$ cat src/rtl/nine_way_load_sequencer_pkg.sv
// rtl/nine_way_load_sequencer_pkg.sv - shared types and constants for the nine-way load sequencer
package nine_way_load_sequencer_pkg;

    typedef enum logic [1:0] {
        IDLE = 2'd0,
        LOAD = 2'd1,
        DONE = 2'd2
    } state_t;

    localparam int SEL_W = 4;

    // Select code that routes the strobe to demux out9.
    localparam logic [SEL_W-1:0] LAST_SEL = 4'd8;

endpackage

$ cat src/rtl/nine_way_index_counter.sv
// rtl/nine_way_index_counter.sv - 4-bit destination index counter with clear, saturation and last flag
module nine_way_index_counter
    import nine_way_load_sequencer_pkg::*;
#(
    parameter int NUM_DEST = 9
) (
    input  logic             clk,
    input  logic             reset_n,
    input  logic             clear,
    input  logic             inc,
    output logic [SEL_W-1:0] index,
    output logic             last
);

    localparam logic [SEL_W-1:0] MAX_IDX = SEL_W'(NUM_DEST - 1);

    // Index register: clear wins, then increment, holding once the last destination is reached.
    always_ff @(posedge clk or negedge reset_n) begin
        if (!reset_n) begin
            index <= '0;
        end else if (clear) begin
            index <= '0;
        end else if (inc && (index != MAX_IDX)) begin
            index <= index + 1'b1;
        end
    end

    // Last flag marks the word that closes the frame.
    always_comb begin
        last = (index == MAX_IDX);
    end

endmodule

$ cat src/rtl/nine_way_load_sequencer.sv
// rtl/nine_way_load_sequencer.sv - accepts a nine-word frame and issues one demux write strobe per word
module nine_way_load_sequencer
    import nine_way_load_sequencer_pkg::*;
#(
    parameter int DATA_WIDTH = 8,
    parameter int NUM_DEST   = 9
) (
    input  logic                  clk,
    input  logic                  reset_n,
    input  logic                  start,
    input  logic                  abort,
    input  logic                  in_valid,
    input  logic [DATA_WIDTH-1:0] in_data,
    output logic                  in_ready,
    output logic                  wr_en,
    output logic [SEL_W-1:0]      wr_sel,
    output logic [DATA_WIDTH-1:0] wr_data,
    output logic                  busy,
    output logic                  done
);

    state_t           state;
    state_t           state_nxt;
    logic [SEL_W-1:0] index;
    logic             index_last;
    logic             accept;
    logic             frame_start;

    // Abort takes priority: a word presented in the abort cycle is dropped.
    always_comb begin
        accept      = (state == LOAD) && in_valid && !abort;
        frame_start = (state == IDLE) && start;
    end

    nine_way_index_counter #(
        .NUM_DEST (NUM_DEST)
    ) u_index_counter (
        .clk     (clk),
        .reset_n (reset_n),
        .clear   (frame_start),
        .inc     (accept),
        .index   (index),
        .last    (index_last)
    );

    // State register.
    always_ff @(posedge clk or negedge reset_n) begin
        if (!reset_n) begin
            state <= IDLE;
        end else begin
            state <= state_nxt;
        end
    end

    // Next-state logic: DONE lasts exactly one cycle, abort returns straight to IDLE.
    always_comb begin
        state_nxt = state;
        case (state)
            IDLE: if (start) state_nxt = LOAD;
            LOAD: begin
                if (abort) begin
                    state_nxt = IDLE;
                end else if (accept && index_last) begin
                    state_nxt = DONE;
                end
            end
            DONE:    state_nxt = IDLE;
            default: state_nxt = IDLE;
        endcase
    end

    // State-decoded outputs; done coincides with the strobe of the final word.
    always_comb begin
        in_ready = (state == LOAD);
        busy     = (state != IDLE);
        done     = (state == DONE);
    end

    // Write port registers: strobe pulses per accept, select/data hold across bubbles.
    always_ff @(posedge clk or negedge reset_n) begin
        if (!reset_n) begin
            wr_en   <= 1'b0;
            wr_sel  <= '0;
            wr_data <= '0;
        end else begin
            wr_en <= accept;
            if (accept) begin
                wr_sel  <= index;
                wr_data <= in_data;
            end
        end
    end

endmodule
$ cat config.mk
export PLATFORM = sky130hd
export DESIGN_NAME = nine_way_load_sequencer
export DESIGN_NICKNAME = d
export VERILOG_FILES = /design/src/rtl/nine_way_load_sequencer_pkg.sv /design/src/rtl/nine_way_index_counter.sv /design/src/rtl/nine_way_load_sequencer.sv
export SDC_FILE = /design/constraint.sdc
export NUM_CORES = 1
export LEC_CHECK = 0
export CORE_ASPECT_RATIO = 1.2
export CORE_MARGIN = 4
export CORE_UTILIZATION = 25
export CTS_CLUSTER_DIAMETER = 80
export CTS_CLUSTER_SIZE = 25
export DETAILED_ROUTE_END_ITERATION = 6
export SLEW_MARGIN = 10
export SYNTH_ARGS = -nofsm -noshare
export SYNTH_HDL_FRONTEND = slang
export SYNTH_SLANG_ARGS = --single-unit
$ cat constraint.sdc
create_clock -name clk -period 3.3 [get_ports clk]
set_input_delay 0.99 -clock clk [delete_from_list [all_inputs] [get_ports clk]]
set_output_delay 0.99 -clock clk [all_outputs]
set_load 0.05 [all_outputs]
== After elaboration in Yosys (flattened, before gate mapping) ==
Index checks and enable logic that the tools add are counted.

* Flip-flop bits (word level): 19
* Bits of input ports: 13
* Output and inout bits: 16
* Logic and storage cells: 28

* $add $sub $neg: 1
* Eq/ne operators: 6
* Muxes and demuxes: 6
* Reduce and logical (&&, ||, !) cells: 10

{| class="wikitable"
|+ Operators with widths
! kind !! count
|-
| $mux W4 || 2
|-
| $mux W2 || 3
|-
| $logic_and A1 B1 Y1 || 5
|-
| $add A4 B1 Y4 const B || 1
|-
| $eq A4 B4 Y1 const B || 1
|-
| $ne A4 B4 Y1 const B || 1
|-
| $pmux W2 S2 || 1
|-
| $reduce_bool A2 Y1 || 2
|-
| $ne A3 B2 Y1 const B || 1
|-
| $eq A2 B1 Y1 const B || 1
|-
| $eq A2 B2 Y1 const B || 1
|-
| $logic_not A2 Y1 || 1
|-
| $ne A2 B2 Y1 const B || 1
|-
| $reduce_and A2 Y1 || 1
|-
| $logic_not A1 Y1 || 1
|}

== Logic depth before layout (Yosys ltp) ==
Gate-level depths: netlist of the first run.

* Depth after elaboration: 7
* Gate-level depth with buffers: 5
* Depth with buffers taken out: 5

== Hierarchy ==
A second synthesis of the first run with hierarchy kept.

* Cell total of the unflattened synthesis: 63
* Area total of the unflattened synthesis: 875.8 sq um

{| class="wikitable"
|+ By module, submodules not included
! module !! times used !! cells an instance !! area an instance (sq um) !! seq. area each (sq um)
|-
| nine_way_load_sequencer || 1 || 39 || 643.1 || 375.4
|-
| nine_way_index_counter || 1 || 24 || 232.7 || 100.1
|}

== Least setup slack after synthesis of the first run ==
No wires, ideal clock.

* Path kind: input to register
* Start: input abort
* End: register wr_data[0]
* Setup time: 0.125 ns
* Arrival time: 1.823 ns
* Data required time: 3.175 ns
* Path slack: 1.352 ns
* Stages: 4
* Path buffers: 2
* Cell sequence: and4bb_1 buf_6 buf_12 mux2_2

* Word-level cells in the longest chain between the ends: 2

{| class="wikitable"
|+ Ends and longest elaborated chain
! element !! RTL line !! text
|-
| from (decl) || nine_way_load_sequencer.sv:11 || <nowiki>input logic abort,</nowiki>
|-
| $logic_not A1 Y1 || nine_way_load_sequencer.sv:31 || <nowiki>accept = (state == LOAD) && in_valid && !abort;</nowiki>
|-
| $logic_and A1 B1 Y1 || nine_way_load_sequencer.sv:31 ||
|-
| net accept || nine_way_load_sequencer.sv:26 || <nowiki>logic accept;</nowiki>
|-
| to (signal assigned) || nine_way_load_sequencer.sv:89 || <nowiki>wr_data <= in_data;</nowiki>
|-
| to (decl) || nine_way_load_sequencer.sv:17 || <nowiki>output logic [DATA_WIDTH-1:0] wr_data,</nowiki>
|}

The timed path passes the listed nets, and every way through them passes these cells.
A chain may end at the register's enable or synchronous reset.

== Worst setup path after layout of the first run ==
* Start: register state[1]
* End: output in_ready

* Word-level cells in the longest chain between the ends: 1

{| class="wikitable"
|+ Ends and longest elaborated chain
! element !! RTL line !! text
|-
| from (decl) || nine_way_load_sequencer.sv:22 || <nowiki>state_t state;</nowiki>
|-
| from (signal assigned) || nine_way_load_sequencer.sv:51 || <nowiki>state <= state_nxt;</nowiki>
|-
| $eq A2 B1 Y1 || nine_way_load_sequencer.sv:74 || <nowiki>in_ready = (state == LOAD);</nowiki>
|-
| to (decl) || nine_way_load_sequencer.sv:14 || <nowiki>output logic in_ready,</nowiki>
|}

Every way passes these cells.

==> results of run 1 <==
[flip-flops by register name, summed over array words and instances (netlist names)]
signal	count
wr_en	1
wr_data	8
u_index_counter.index	4
wr_sel	4
state	2
[through the flow]
step,area (um^2),utilization [%],total power [W],hold WS (ps),std cells
finish,1210,36.2,0.000790,510,129
global route,1210,36.2,0.000833,535,129
CTS,1210,36.2,0.000803,520,129
detailed placement,1160,34.8,0.000642,502,125
global placement,1160,34.8,0.000636,495,125
floorplan,863,-,0.000524,553,62
[power by group]
group | internal, W | switching (W)
sequential | 0.000278 | 0.0000313
clock | 0.0000838 | 0.0000730
combinational | 0.000124 | 0.000200
[Yosys cell counts, drive strengths merged]
| library cell | number |
|---|---|
| and4b | 1 |
| dfrtp | 19 |
| or2 | 1 |
| a31o | 2 |
| inv | 4 |
| buf | 3 |
| mux2 | 12 |
| mux2i | 2 |
| or3b | 1 |
| o211ai | 1 |
| nand2 | 5 |
| and3 | 2 |
| a21oi | 1 |
| or2b | 1 |
| ha | 2 |
| nand3b | 1 |
| and2b | 2 |
| and4bb | 1 |
| nand4 | 1 |
[metal layers]
| layer | track usage, % | share of wire, % |
|---|---|---|
| met1 | 8.43 | 39 |
| met4 | 3.54 | 1.1 |
| met5 | 0 | 0 |
| met3 | 2.67 | 7.9 |
| met2 | 14.3 | 52 |
[critical path, stage by stage (launching register included)]
cell and delay [ps]:
dfrtp_1 400, and2b_2 230, clkdlybuf4s50_1 790
[cell type report]
type	instances	area [um^2]	area share [%]
Clock buffer	3	41.3	3.42
Clock inverter	1	5.00	0.415
Inverter	4	15.0	1.24
Multi-Input combinational cell	36	337	27.9
Sequential cell	19	475	39.4
Tap cell	37	46.3	3.83
Timing Repair Buffer	29	288	23.8
[kinds of logic after synthesis]
group | synth area share [%]
adders and majority gates | 2.90
AOI/OAI and AO/OA | 3.48
and+or+nand+nor | 14.6
muxes | 18.0
buffers and inverters | 5.94
DFF | 55.1
[how the worst max path moves through the flow]
stage | startpoint | cells past startpoint | slack (ps) | to
after floorplan | abort | 4 | 1350 | wr_data[0]$_DFFE_PN0P_
after detailed placement | abort | 4 | 880 | wr_data[0]$_DFFE_PN0P_
after CTS | state[1]$_DFFE_PN0P_ | 2 | 620 | in_ready
after global routing | state[1]$_DFFE_PN0P_ | 2 | 560 | in_ready
final | state[1]$_DFFE_PN0P_ | 2 | 640 | in_ready
after global placement | abort | 5 | 880 | u_index_counter.index[1]$_DFFE_PN0P_
==> run_results.csv, run 1 <==
group,metric,value,unit
final_layout,layout_commonest_cell,"clkdlybuf4s50_1",
worst_setup_path,r2r-start,"u_index_counter.index[0]$_DFFE_PN0P_",
worst_setup_path,critPathKind,"flip-flop to output port",
timing,finalCritPeriodShare,80.7,%
route,ant_nets,0,
hold_path,min_path_cells,1,
clock_network,clock_latency,250,ps
yosys,synth_cells,62,
hold_path,min-delay-start,"wr_sel[3]$_DFFE_PN0P_",
floorplan,die_width,61.6,um
global_routing,grt.total_usage,8.11,%
worst_setup_path,r2r-end,"u_index_counter.index[1]$_DFFE_PN0P_",
status,status,"completed",
timing,final_hold_viol_count,0,
floorplan,coreArea,3340,um^2
clock_network,cts.clk_slew.worst_paths,70,ps
route,drcViolationCount,0,
global_routing,grt-ovfl-total,0,
hold_path,worstHoldEndpoint,"wr_sel[3]$_DFFE_PN0P_",
placement,gp_congestion,0.666,
pwr,p_leak,0.558,nW
clock_network,clockRootBuffer,"clkbuf_8",
placement,io_buffers,28,
yosys,yosys-top-cells-area,"dfrtp_1 55%, mux2_2 16%, ha_1 2.9%",
final_layout,diodes,0,
floorplan,die-area,4460,um^2
timing,timing.final.ws_setup,636,ps
worst_setup_path,ff2ff_path_depth,5,
global_routing,grt_pass1_vias,617,
placement,preCtsSetupSlack,878,ps
timing,setup_tns,0,ps
clock_network,cts_setup_buffers,0,
pwr,ir_drop,0.000240,V
clock_network,cts_tree,"done",
route,wl_per_cell,12.7,um
hold_path,min-delay-path-class,"flip-flop to flip-flop",
global_routing,antenna_found_initial,0,
timing,worstMarginPinSlew,832,ps
route,dr.pass1.iters,2,
yosys,synth_top_cell_by_area,"dfrtp_1",
yosys,syn-cell-area,863,um^2
yosys,ys_types,21,
worst_setup_path,required,2310,ps
clock_network,clk_path_buf_depth,2,
final_layout,fillers,341,
worst_setup_path,startpoint_type,"flip-flop",
timing,finalMaxSlewViolations,0,
yosys,synth_area_per_cell,13.9,um^2
route,drt_iter0_drc,7,
worst_setup_path,worst-r2r-setup-slack,1890,ps
worst_setup_path,path_max_fanout,5,
clock_network,ctsHoldBuffers,0,
route,vias_per_cell,4.36,
yosys,yosysTopAreaCellShare,55.1,%
floorplan,start_util,25.9,%
final_layout,synthToLayoutAreaGrowth,39.9,%
worst_setup_path,cp.arrival,1670,ps
floorplan,ios,29,
global_routing,grt_max_degree,20,
final_layout,drive_above_1_share,29.3,%
floorplan,rows,23,
pwr,powerDensity,654,nW/um^2
worst_setup_path,critPathCaptureType,"output port",
clock_network,numCtsBuffers,3,
route,wirelength,1640,um
route,vias,563,
timing,max_clock_freq,0.375,GHz
clock_network,htree_levels,1,
floorplan,die_h,72.4,um
final_layout,layout_common_cells,"28 x clkdlybuf4s50_1, 19 x dfrtp_1, 12 x mux2_2",
yosys,synth.yosys.seq_area_share,55.1,%
placement,hpwl,1270,um
yosys,ys_ff_latch,19,
clock_network,cts_resized,0,
flow_run,maxCapViolCount,0,
timing,fin_skew,1.44,ps
timing,setup_viol,0,
yosys,yosys_warnings,0,
global_routing,grt_pass1_wl,2680,um
timing,maxSlewHeadroom,44.4,%
final_layout,fin_nets,108,
yosys,syn_nets,77,
timing,rsz0062_at_grt,"no",
timing,min_period,2660,ps
clock_network,clkSinkCount,19,
Power figures use the tool's default switching activity.
==> run 2: changes to the inputs <==
- clock period: 3.3 -> 2.5 ns (I/O delays scaled with it)
==> run 2 against run 1 <==
Net effect: sequential power rose by 32%; sequential share of layout area fell by 0.60 points; total power rose by 32%; critical path type unchanged; highest routed layer unchanged.
==> run_results.csv, run 2 (synthesized netlist as in run 1, its figures left out) <==
group,metric,value,unit
global_routing,grt_pass1_wl,2620,um
timing,maxSlewHeadroom,66.1,%
final_layout,fin_nets,109,
global_routing,grt-ovfl-total,0,
worst_setup_path,r2r-start,"u_index_counter.index[0]$_DFFE_PN0P_",
worst_setup_path,startpoint_type,"flip-flop",
pwr,ir_drop,0.000354,V
floorplan,rows,23,
worst_setup_path,critPathCaptureType,"output port",
timing,worstMarginPinSlew,507,ps
clock_network,clkSinkCount,19,
final_layout,reg_top3,"wr_data: 8 flops, u_index_counter.index: 4 flops, wr_sel: 4 flops",
route,drt_iter0_drc,26,
timing,finalCritPeriodShare,97.0,%
clock_network,clk_path_buf_depth,2,
route,drcViolationCount,0,
pwr,p_leak,0.563,nW
route,vias,549,
timing,final_hold_viol_count,0,
final_layout,synthToLayoutAreaGrowth,42.0,%
clock_network,clockRootBuffer,"clkbuf_8",
timing,fin_skew,2.43,ps
status,status,"completed",
placement,gp_congestion,0.682,
clock_network,cts_tree,"done",
floorplan,die_width,61.6,um
worst_setup_path,ff2ff_path_depth,5,
clock_network,clock_latency,250,ps
placement,placed_area,1180,um^2
worst_setup_path,critPathKind,"flip-flop to output port",
worst_setup_path,cp.arrival,1680,ps
route,wirelength,1670,um
global_routing,grt_max_degree,20,
timing,rsz0062_at_grt,"no",
pwr,powerDensity,851,nW/um^2
hold_path,min-delay-path-class,"flip-flop to flip-flop",
timing,holdWs,506,ps
final_layout,diodes,0,
worst_setup_path,crit_start,"state[1]$_DFFE_PN0P_",
global_routing,grt_pass1_vias,555,
worst_setup_path,path_max_fanout,5,
clock_network,numCtsBuffers,3,
final_layout,layout_commonest_cell,"clkdlybuf4s50_1",
final_layout,regMostFlops,"wr_data",
floorplan,ios,29,
floorplan,die-area,4460,um^2
floorplan,start_util,25.9,%
global_routing,antenna_found_initial,0,
worst_setup_path,r2r-end,"u_index_counter.index[1]$_DFFE_PN0P_",
worst_setup_path,worst-r2r-setup-slack,1090,ps
clock_network,cts.clk_slew.worst_paths,70,ps
worst_setup_path,endpoint,"in_ready",
flow_run,maxCapViolCount,0,
route,ant_nets,0,
timing,min_period,2430,ps
route,wl_per_cell,12.8,um
clock_network,cts_resized,0,
clock_network,htree_levels,1,
final_layout,largest_reg_flops,8,
placement,hpwl,1230,um
final_layout,fin_area,1230,um^2
worst_setup_path,required,1750,ps
global_routing,grt.total_usage,8.12,%
timing,setup_tns,0,ps
clock_network,ctsHoldBuffers,0,
timing,setup_viol,0,
final_layout,drive_above_1_share,29.0,%
timing,max_clock_freq,0.412,GHz
route,vias_per_cell,4.22,
final_layout,layout_common_cells,"28 x clkdlybuf4s50_1, 19 x dfrtp_1, 12 x mux2_2",
floorplan,coreArea,3340,um^2
placement,io_buffers,28,
timing,finalMaxSlewViolations,0,
clock_network,cts_setup_buffers,0,
route,dr.pass1.iters,2,
floorplan,die_h,72.4,um
==> run 2: layer usage <==
metal  global-route usage [%]  wire length [um]  up-vias
li1                         -                 -      273
met1                     10.1               672      256
met2                     11.9               828       16
met3                     3.20               142        4
met4                     4.25                22        0
met5                        0                 0        -
==> run 2: per-stage QoR <==
| step | worst slack, ps | power, W | util, % | instances |
|---|---|---|---|---|
| 2_1_floorplan | 792 | 0.000692 | - | 62 |
| 3_3_place_gp | 354 | 0.000843 | 35.4 | 126 |
| 3_5_place_dp | 344 | 0.000849 | 35.4 | 126 |
| 4_1_cts | 57.8 | 0.00107 | 36.7 | 130 |
| 5_1_grt | 9.64 | 0.00110 | 36.7 | 130 |
| 6_report | 74.5 | 0.00104 | 36.7 | 130 |
==> run 2: worst min path at each step <==
| stage | to | startpoint | slack (ps) | cells after the start |
|---|---|---|---|---|
| after floorplan | state[0]$_DFFE_PN0P_ | reset_n | 450 | 0 |
| final | wr_data[4]$_DFFE_PN0P_ | wr_data[4]$_DFFE_PN0P_ | 510 | 1 |
| after CTS | wr_data[4]$_DFFE_PN0P_ | wr_data[4]$_DFFE_PN0P_ | 510 | 1 |
| after global placement | wr_data[6]$_DFFE_PN0P_ | wr_data[6]$_DFFE_PN0P_ | 500 | 1 |
| after global routing | wr_data[4]$_DFFE_PN0P_ | wr_data[4]$_DFFE_PN0P_ | 520 | 1 |
| after detailed placement | wr_data[7]$_DFFE_PN0P_ | wr_data[7]$_DFFE_PN0P_ | 500 | 1 |
==> run 2: layout make-up <==
cell class	count	area, um^2
multi-input cells	36	337
clock buffers	4	45.0
inverters	4	15.0
well taps	37	46.3
repair buffers	30	308
flip-flops and latches	19	475
fillers	343	2110
==> run 2: power by group <==
group	total [W]	internal [W]	switching (W)	leakage (nW)
logic	0.000430	0.000168	0.000262	0.297
registers	0.000407	0.000366	0.0000402	0.243
clock network	0.000207	0.000113	0.0000937	0.0228
total	0.00104	0.000647	0.000396	0.563
==> run 2: critical path, cell delays in order, from the launching register on <==
cell	delay, ps
dfrtp_1	400
and2b_2	230
clkdlybuf4s50_1	790
